## config.mk

```make
export PLATFORM = sky130hd
export DESIGN_NAME = cmd_sequencer
export DESIGN_NICKNAME = d
export VERILOG_FILES = /design/src/rtl/cmd_sequencer.sv
export SDC_FILE = /design/constraint.sdc
export NUM_CORES = 1
export LEC_CHECK = 0
export ABC_AREA = 0
export BUFFER_PORTS_ARGS = -buffer_cell sky130_fd_sc_hd__buf_2
export CAP_MARGIN = 5
export CELL_PAD_IN_SITES_DETAIL_PLACEMENT = 2
export CELL_PAD_IN_SITES_GLOBAL_PLACEMENT = 2
export CORE_MARGIN = 2
export CORE_UTILIZATION = 35
export CTS_CLUSTER_DIAMETER = 30
export DETAILED_ROUTE_END_ITERATION = 7
export HOLD_SLACK_MARGIN = 0.1
export PLACE_DENSITY_LB_ADDON = 0.3
export SETUP_SLACK_MARGIN = 0.1
export SYNTH_ARGS = -nofsm -noshare
export SYNTH_HDL_FRONTEND = slang
export SYNTH_SLANG_ARGS = --single-unit
export TNS_END_PERCENT = 1
```

## constraint.sdc

```tcl
create_clock -name clk -period 4.8 [get_ports clk]
set_clock_uncertainty 0.05 [all_clocks]
set_input_delay 0.24 -clock clk [delete_from_list [all_inputs] [get_ports clk]]
set_output_delay 0.24 -clock clk [all_outputs]
set_load 0.1 [all_outputs]
```

## src/rtl/cmd_sequencer.sv

```systemverilog
// Command sequencer: streams a byte range from a ROM to a UART, then waits for a
// terminator byte, retransmitting the whole command on response timeout.
module cmd_sequencer #(
  parameter int          ADDR_W      = 5,
  parameter int          LEN_W       = 4,
  parameter logic [7:0]  RESP_BYTE   = 8'h0A,
  parameter int          TIMEOUT_CYC = 1000000,
  parameter int          MAX_RETRY   = 3
) (
  input  logic              clk,
  input  logic              rst_n,
  input  logic              send,
  input  logic [ADDR_W-1:0] cmd_start,
  input  logic [LEN_W-1:0]  cmd_len,
  output logic [ADDR_W-1:0] rom_addr,
  input  logic [7:0]        rom_data,
  output logic              trmt,
  output logic [7:0]        tx_data,
  input  logic              tx_done,
  input  logic              rx_rdy,
  input  logic [7:0]        rx_data,
  output logic              clr_rx_rdy,
  output logic              busy,
  output logic              resp_rcvd,
  output logic              timeout_err,
  output logic [3:0]        retry_cnt
);

  localparam int               TMR_W     = $clog2(TIMEOUT_CYC);
  localparam logic [TMR_W-1:0] TMR_LAST  = TMR_W'(TIMEOUT_CYC - 1);
  localparam logic [3:0]       RETRY_MAX = 4'(MAX_RETRY);

  typedef enum logic [2:0] {
    IDLE,
    FETCH,
    XMIT,
    TX_WAIT,
    RESP_WAIT
  } state_t;

  state_t            state;
  logic [ADDR_W-1:0] start_lat;
  logic [LEN_W-1:0]  len_lat;
  logic [LEN_W-1:0]  remaining;
  logic [TMR_W-1:0]  timer;
  logic              resp_match;

  // The match must be seen in the same cycle the byte arrives, so it is decoded here.
  assign resp_match = (state == RESP_WAIT) && rx_rdy && (rx_data == RESP_BYTE);
  assign resp_rcvd  = resp_match;
  assign clr_rx_rdy = rx_rdy;
  assign tx_data    = rom_data;

  always_ff @(posedge clk) begin
    if (!rst_n) begin
      state       <= IDLE;
      rom_addr    <= '0;
      start_lat   <= '0;
      len_lat     <= '0;
      remaining   <= '0;
      timer       <= '0;
      trmt        <= 1'b0;
      busy        <= 1'b0;
      timeout_err <= 1'b0;
      retry_cnt   <= '0;
    end else begin
      trmt <= 1'b0;
      case (state)
        IDLE: begin
          if (send && (cmd_len != '0)) begin
            start_lat   <= cmd_start;
            len_lat     <= cmd_len;
            rom_addr    <= cmd_start;
            remaining   <= cmd_len;
            retry_cnt   <= '0;
            timeout_err <= 1'b0;
            busy        <= 1'b1;
            state       <= FETCH;
          end
        end
        FETCH: begin
          trmt  <= 1'b1;
          state <= XMIT;
        end
        XMIT: begin
          rom_addr  <= rom_addr + ADDR_W'(1);
          remaining <= remaining - LEN_W'(1);
          state     <= TX_WAIT;
        end
        TX_WAIT: begin
          if (tx_done) begin
            if (remaining != '0) begin
              state <= FETCH;
            end else begin
              timer <= '0;
              state <= RESP_WAIT;
            end
          end
        end
        RESP_WAIT: begin
          timer <= timer + TMR_W'(1);
          if (resp_match) begin
            busy  <= 1'b0;
            state <= IDLE;
          end else if (timer == TMR_LAST) begin
            if (retry_cnt < RETRY_MAX) begin
              retry_cnt <= retry_cnt + 4'd1;
              rom_addr  <= start_lat;
              remaining <= len_lat;
              state     <= FETCH;
            end else begin
              timeout_err <= 1'b1;
              busy        <= 1'b0;
              state       <= IDLE;
            end
          end
        end
        default: state <= IDLE;
      endcase
    end
  end

endmodule

```

After elaboration in Yosys (flattened, before gate mapping) --
Index checks and enable logic that the tools add are counted.
Cells by class: add/subtract/negate cells 4, order comparisons 1, equal/unequal tests 15, mux-type cells 36, reduce and logical (&&, ||, !) cells 16
Operators with widths (number):
- 2-to-1 mux 20 bit | 2
- one-hot mux 20 bit (2 select lines) | 1
- 2-to-1 mux 4 bit | 8
- adder 20 x 1 -> 20 bit (second input constant) | 1
- == test 20 bit (second input constant) | 1
- 2-to-1 mux 5 bit | 4
- 2-to-1 mux 3 bit | 5
- one-hot mux 3 bit (5 select lines) | 1
- one-hot mux 5 bit (3 select lines) | 1
- AND reduction 5 bit | 3
- one-hot mux 4 bit (3 select lines) | 1
- 2-to-1 mux 1 bit | 10
- != test 2 bit (second input constant) | 5
- == test 8 x 4 -> 1 bit (second input constant) | 1
- one-hot mux 4 bit (2 select lines) | 1
- nonzero test 4 bit | 2
- == test 3 x 2 -> 1 bit (second input constant) | 2
- AND reduction 3 bit | 2
- adder 5 x 1 -> 5 bit (second input constant) | 1
- adder 4 x 1 -> 4 bit (second input constant) | 1
- < comparator 4 x 2 -> 1 bit (second input constant) | 1
- != test 2 x 1 -> 1 bit (second input constant) | 2
- one-hot mux 1 bit (2 select lines) | 2
- AND reduction 4 bit | 1
- 10 further kinds | 13
Storage, ports and cells: register bits 48, bits of input ports 30, output and inout bits 22, logic and storage cells 82

Depth between registers and ports, before layout --
Gate-level depths: netlist of run 1.
depth after elaboration 5, mapped depth 8, depth with buffers taken out 7

Least setup slack after synthesis of run 1 --
OpenSTA, ideal clock, no wires.
kind reg2out, start point register state[0], end point output port resp_rcvd, arrival 3860 ps, path slack 650 ps, stages on the path, launching flop included 5, buffers on the path 2, cell sequence dfxtp_1 -> buf_6 -> or3b_4 -> buf_6 -> nor4_1
Between the ends: cells in the longest elaborated chain, start to end 3
Ends and longest elaborated chain:
- start, declared | RTL line 41 | state_t state;
- start signal, assigned | RTL line 56 | state <= IDLE;
- start signal, assigned | RTL line 78 | state <= FETCH;
- start signal, assigned | RTL line 83 | state <= XMIT;
- == test 3 bit | RTL line 49 | assign resp_match = (state == RESP_WAIT) && rx_rdy && (rx_data == RESP_BYTE);
- logical AND 1 bit (2 in series) | RTL line 49
- end, declared | RTL line 24 | output logic resp_rcvd,
Every way passes these cells.

Worst setup path after layout of run 1 --
start point register remaining[0], end point register timer[15]
Between the ends: cells in the longest elaborated chain, start to end 3
Ends and longest elaborated chain:
- start, declared | RTL line 44 | logic [LEN_W-1:0] remaining;
- start signal, assigned | RTL line 74 | remaining <= cmd_len;
- start signal, assigned | RTL line 87 | remaining <= remaining - LEN_W'(1);
- start signal, assigned | RTL line 109 | remaining <= len_lat;
- nonzero test 4 bit | RTL line 92 | if (remaining != '0) begin
- != test 2 bit (no source line)
- AND reduction 3 bit (no source line)
- end signal, assigned | RTL line 101 | timer <= timer + TMR_W'(1);
- end, declared | RTL line 45 | logic [TMR_W-1:0] timer;
Every way passes these cells. A chain may end at the register's enable or synchronous reset.

==> impl_metrics.tcl, run 1 <==
set metrics [dict create \
    outcome "finished, final reports clean" \
    timing_worst_setup_path_type "reg -> reg" \
    fmax_mhz 384 \
    final_common_cell "sky130_fd_sc_hd__dfxtp_1" \
    number_of_buffers_added_for_setup_after_cts 0 \
    hold_path.class "in -> reg" \
    worstSetupStartpointType "register" \
    flip_flop_and_latch_count_after_synthesis 48 \
    path_cells "inv_1 -> ha_1 -> nand4bb_1 -> o31ai_1 -> nand2_1 -> o41ai_1 -> a21oi_1" \
    synth_enable_flop_cells 0 \
    final_min_period_over_clock_period_pct 54.2 \
    synth_fp_nets 331 \
    die_width_um 89.3 \
    final_layout_size_suffix_gt1_share_pct 16.9 \
    finalNonFillerCells 412 \
    clk_root_buffer_cell "sky130_fd_sc_hd__clkbuf_8" \
    global_route.overflow_total 0 \
    yosysSeqAreaShare_pct 37.7 \
    antenna_found_initial 0 \
    final_period_minus_worst_setup_slack_ns 2.60 \
    yosysWarningCount 0 \
    iteration_0_drc_markers 87 \
    power.static_leakage_nw 1.09 \
    synthFlopType "sky130_fd_sc_hd__dfxtp_1" \
    setup_violations 0 \
    grt_first_pass_wirelength_um 11500 \
    cts_buffers 5 \
    htree_levels 2 \
    fin_setup_tns_ns 0 \
    maximum_cell_stage_delay_along_the_critical_path_ns 0.84 \
    synthCells 297 \
    post_cts_resized 0 \
    rows 31 \
    critPathSlowestCell "sky130_fd_sc_hd__o31ai_1" \
    number_of_global_route_vias_before_repair 2349 \
    die_h_um 89.3 \
    cts.sinks 48 \
    max_cap_viol_count 0 \
    finalHoldViolations 0 \
    die_area_sq_mm 0.00797 \
    syn_to_final_growth_pct 9.73 \
    clkTransAtPathRegs_ns 0.09 \
    start_util_pct 35.7 \
    placedInstanceArea_sq_mm 0.00269 \
    most-common-layout-cells "sky130_fd_sc_hd__dfxtp_1 (48), sky130_fd_sc_hd__nor2_1 (40), sky130_fd_sc_hd__buf_2 (35)" \
    groute.usage.overall_pct 18.9 \
    route.final.wire_length_um 6960 \
    cts_tree "yes" \
    maxSlewHeadroom_pct 20.9 \
    io_buffers 35 \
    ant_nets 0 \
    max-clock-path-buffers 2 \
    crit_fanout 6 \
    number_of_buffers_inserted_for_hold_repair_after_clock_tree_synthesis 0 \
    grt_setup_unrepaired "false" \
    asyncSetResetFlopFracSynth_pct 0 \
    route.detailed.vias_per_inst 5.35 \
    grt_start_max_net_pins 28 \
    end_kind "register" \
    routed_wire_length_per_instance_um 16.9 \
    first_pass_iters 4 \
    clkLatencyLatePin_ns 0.31 \
    dpl.cell_count 404 \
    layout.nets 346 \
    powerDensity_mw_per_mm2 341 \
    worst_ep_arrival_time_ns 2.72 \
    drv_slew 0 \
    finalWeightedCongestion 0.733 \
    ios 52 \
    antennaDiodeCount 0 \
    synth_area_per_cell_sq_um 8.57 \
    drc 0 \
    dp_hpwl_um 5140 \
    number_of_distinct_library_cells_after_synthesis 50 \
    power.ir.vdd_worst_uv 137 \
    required_ns 4.92 \
    synth.cell_area_sq_mm 0.00255 \
    fp.coreArea_sq_mm 0.00714 \
    timing_worst_slew_pin_value_ns 1.19 \
    fin_area_sq_mm 0.00279 \
    routed_vias 2204 \
]
[final cells by class]
class	count	area (sq um)
multi-input cells	211	1380
repair buffers	36	183
clock inverters	2	35.0
inverters	10	37.5
fillers	830	4340
clock buffers	6	72.6
well taps	99	124
flip-flops and latches	48	961
[critical path: cells and delay by family (launching register included)]
family                   cells  cell delay [ns]
adder cells (fa/ha/maj)      1             0.19
AO/OA/AOI/OAI                3             1.37
buffers and inverters        1             0.07
AND/OR/NAND/NOR              2             0.43
flip-flops                   1             0.36
[cell usage after synthesis, drive strengths merged (2+ instances only)]
master | instances | share of area [%]
a21oi | 10 | 2.0
a221o | 6 | 2.4
a22o | 3 | 1.0
and2 | 2 | 0.54
and3 | 7 | 1.8
and4 | 2 | 0.69
buf | 17 | 4.9
clkbuf | 11 | 1.6
dfxtp | 48 | 38
ha | 4 | 2.0
inv | 10 | 1.5
mux2i | 19 | 7.5
nand2 | 26 | 3.8
nand2b | 2 | 0.49
nand3 | 11 | 2.2
nand4 | 6 | 1.5
nand4bb | 3 | 1.3
nor2 | 40 | 5.9
nor3 | 9 | 1.8
nor4 | 8 | 2.0
nor4b | 4 | 1.4
o21ai | 6 | 1.2
o41ai | 2 | 0.69
or3 | 4 | 0.98
or3b | 2 | 0.79
or4 | 3 | 1.2
xnor2 | 9 | 3.1
xor2 | 8 | 2.8
[stage by stage]
step	worst slack, ns	util, %	hold slack, ns	power (mW)
2_1_floorplan	0.650	-	0.337	0.654
3_3_place_gp	2.17	37.6	0.397	0.659
3_5_place_dp	2.07	37.6	0.417	0.666
4_1_cts	2.21	39.1	0.121	0.966
5_1_grt	1.96	39.1	0.145	1.00
6_report	2.20	39.1	0.122	0.952
[cells by family after synthesis]
group | share of synthesized area [%]
and+or+nand+nor | 27.6
DFF | 37.7
buffers and inverters | 8.01
AOI/OAI and AO/OA | 10.9
muxes | 7.91
xor gates and xnor gates | 5.85
adders and majority gates | 1.97
[flip-flops by register name, summed over array words and instances (netlist names)]
signal / flops
remaining: 4
rom_addr: 5
timer: 20
start_lat: 5
retry_cnt: 4
trmt: 1
len_lat: 4
busy: 1
state: 3
timeout_err: 1
[layer usage]
layer	GRT usage, %	routed length [um]	part of all wire, %	vias to the layer above
met5	0	0	0	-
met4	6.78	124	1.8	0
met3	3.32	177	2.5	10
met2	34.4	3560	51	27
met1	22.0	3090	44	1092
li1	-	-	-	1075
[path summary, 6_finish.rpt]
kind / startpoint / endpoint / slack, ns / cells past startpoint
min: cmd_start[0] / start_lat[0] / 0.12 / 3
max reg2reg: remaining[0] / timer[15] / 2.20 / 7
max: remaining[0] / timer[15] / 2.20 / 7
min reg2reg: timeout_err / timeout_err / 0.42 / 2
[where the power goes]
group | internal, mW | switching [mW] | leakage [nW] | total, mW
clock | 0.155 | 0.142 | 0.0552 | 0.297
sequential | 0.421 | 0.0255 | 0.390 | 0.447
combinational | 0.0689 | 0.139 | 0.644 | 0.208
(Power assumes the default switching activity.)
==> run 2, diff against run 1 <==
- CORE_UTILIZATION: 35 -> 29
- clock period: 4.8 -> 2.2 ns (I/O delays scaled with it)
==> impl_metrics.tcl, run 2 (synthesis gave the netlist of run 1 again) <==
set metrics [dict create \
    critPathBufInv 1 \
    cts_buffers 5 \
    crit_fanout 3 \
    ios 52 \
    final.setup.worst_slack_ns 0.104 \
    groute.usage.overall_pct 16.1 \
    worstSetupStartpointType "register" \
    routed_vias 2343 \
    critPathSlowestCell "sky130_fd_sc_hd__or4_4" \
    critical_path_cell_count 7 \
    htree_levels 2 \
    global_route.overflow_total 0 \
    die_area_sq_mm 0.00955 \
    max-clock-path-buffers 2 \
    end_kind "register" \
    final_common_cell "sky130_fd_sc_hd__dfxtp_1" \
    layout.nets 376 \
    cts.sinks 48 \
    clkLatencyLatePin_ns 0.31 \
    route.detailed.vias_per_inst 5.20 \
    clk_root_buffer_cell "sky130_fd_sc_hd__clkbuf_8" \
    power.static_leakage_nw 1.25 \
    outcome "finished, final reports clean" \
    drc 0 \
    timing_worst_setup_path_type "reg -> reg" \
    antennaDiodeCount 0 \
    final_layout_size_suffix_gt1_share_pct 24.5 \
    cts_tree "yes" \
    largest_register_ffs 20 \
    io_buffers 35 \
    maxSlewHeadroom_pct 63.5 \
    first_pass_iters 4 \
    path_cells "inv_1 -> ha_2 -> nand4bb_1 -> o31a_4 -> or4_4 -> nor3_4 -> mux2_4" \
    largest_register "timer" \
    rows 34 \
    finalWeightedCongestion 0.765 \
    hold_depth 3 \
    finalHoldViolations 0 \
    dp_hpwl_um 5460 \
    power.ir.vdd_worst_uv 315 \
    worst_hold_slack_ns 0.106 \
    top_regs "timer x20, rom_addr x5, start_lat x5" \
    die_width_um 97.7 \
    fmax_mhz 477 \
    setup_violations 0 \
    ant_nets 0 \
    route.final.wire_length_um 7500 \
    fp.coreArea_sq_mm 0.00864 \
    routed_wire_length_per_instance_um 16.6 \
    iteration_0_drc_markers 55 \
    grt_start_max_net_pins 28 \
    final_period_minus_worst_setup_slack_ns 2.10 \
    required_ns 2.36 \
    start_util_pct 29.5 \
    final_min_period_over_clock_period_pct 95.3 \
    worst_r2r_path_cells 7 \
    clkTransAtPathRegs_ns 0.10 \
    grt_setup_unrepaired "true" \
    grt_first_pass_wirelength_um 12600 \
    hold_path.class "in -> reg" \
    maximum_cell_stage_delay_along_the_critical_path_ns 0.45 \
    number_of_global_route_vias_before_repair 2554 \
    max_cap_viol_count 0 \
    drv_slew 0 \
    timing_worst_slew_pin_value_ns 0.541 \
    powerDensity_mw_per_mm2 665 \
    worst_ep_arrival_time_ns 2.25 \
    cpLargestDelayFamily "simple AND/OR/NAND/NOR gates" \
    die_h_um 97.7 \
    worst_slack_after_detailed_placement_ns 0.0289 \
    antenna_found_initial 0 \
    most-common-layout-cells "sky130_fd_sc_hd__dfxtp_1 (46), sky130_fd_sc_hd__nor2_1 (40), sky130_fd_sc_hd__buf_2 (34)" \
    syn_to_final_growth_pct 22.8 \
]
-- run 2: cell type report --
cell class	count	area [sq um]
fillers	1013	5510
multi-input cells	211	1450
flip-flops and latches	48	963
repair buffers	66	445
well taps	108	135
clock buffers	6	82.6
inverters	10	37.5
clock inverters	2	15.0
-- run 2: metal layers --
| layer | routed length, um | track usage [%] |
|---|---|---|
| met3 | 254 | 3.53 |
| met1 | 3380 | 20.0 |
| met4 | 70 | 4.38 |
| met5 | 0 | 0 |
| met2 | 3790 | 28.3 |
-- run 2: repair_timing --
action                                 CTS  global route
cloned                                   0             0
resized for setup                        2             7
endpoints found under the hold margin    9             0
pin swaps                                3             1
setup buffers                            1             0
setup endpoints to repair                4            20
hold buffers                             9             0
-- run 2: worst register-to-register path: cells and delay by family, from the launching register on --
family | cells | cell delay, ns
compound gates | 1 | 0.31
fa+ha+maj | 1 | 0.18
buf+inv | 1 | 0.06
flops | 1 | 0.34
mux | 1 | 0.31
simple gates | 3 | 0.75
-- run 2: per-stage QoR --
step | utilization, % | area (sq um) | total power, mW | setup TNS [ns] | cells
after global placement | 33.4 | 2890 | 1.48 | 0 | 433
after detailed placement | 33.4 | 2890 | 1.50 | 0 | 433
after global routing | 36.2 | 3130 | 2.20 | 0 | 451
final | 36.2 | 3130 | 2.08 | 0 | 451
after floorplan | - | 2570 | 1.43 | -0.0680 | 297
after CTS | 35.8 | 3090 | 2.11 | 0 | 451
-- run 2: worst paths after layout --
check / startpoint / endpoint / slack (ns)
hold reg to reg: timeout_err / timeout_err / 0.41
setup reg to reg: remaining[1] / timer[19] / 0.10
hold / removal: tx_done / state[1] / 0.11
setup / recovery: remaining[1] / timer[19] / 0.10
-- run 2: where the power goes --
group          leakage (nW)  internal (mW)  total, mW  switching [mW]
Sequential            0.391          0.919      0.962          0.0428
Combinational         0.817          0.199      0.536           0.337
Clock                0.0434          0.255      0.581           0.326
Total                  1.25           1.37       2.08           0.706
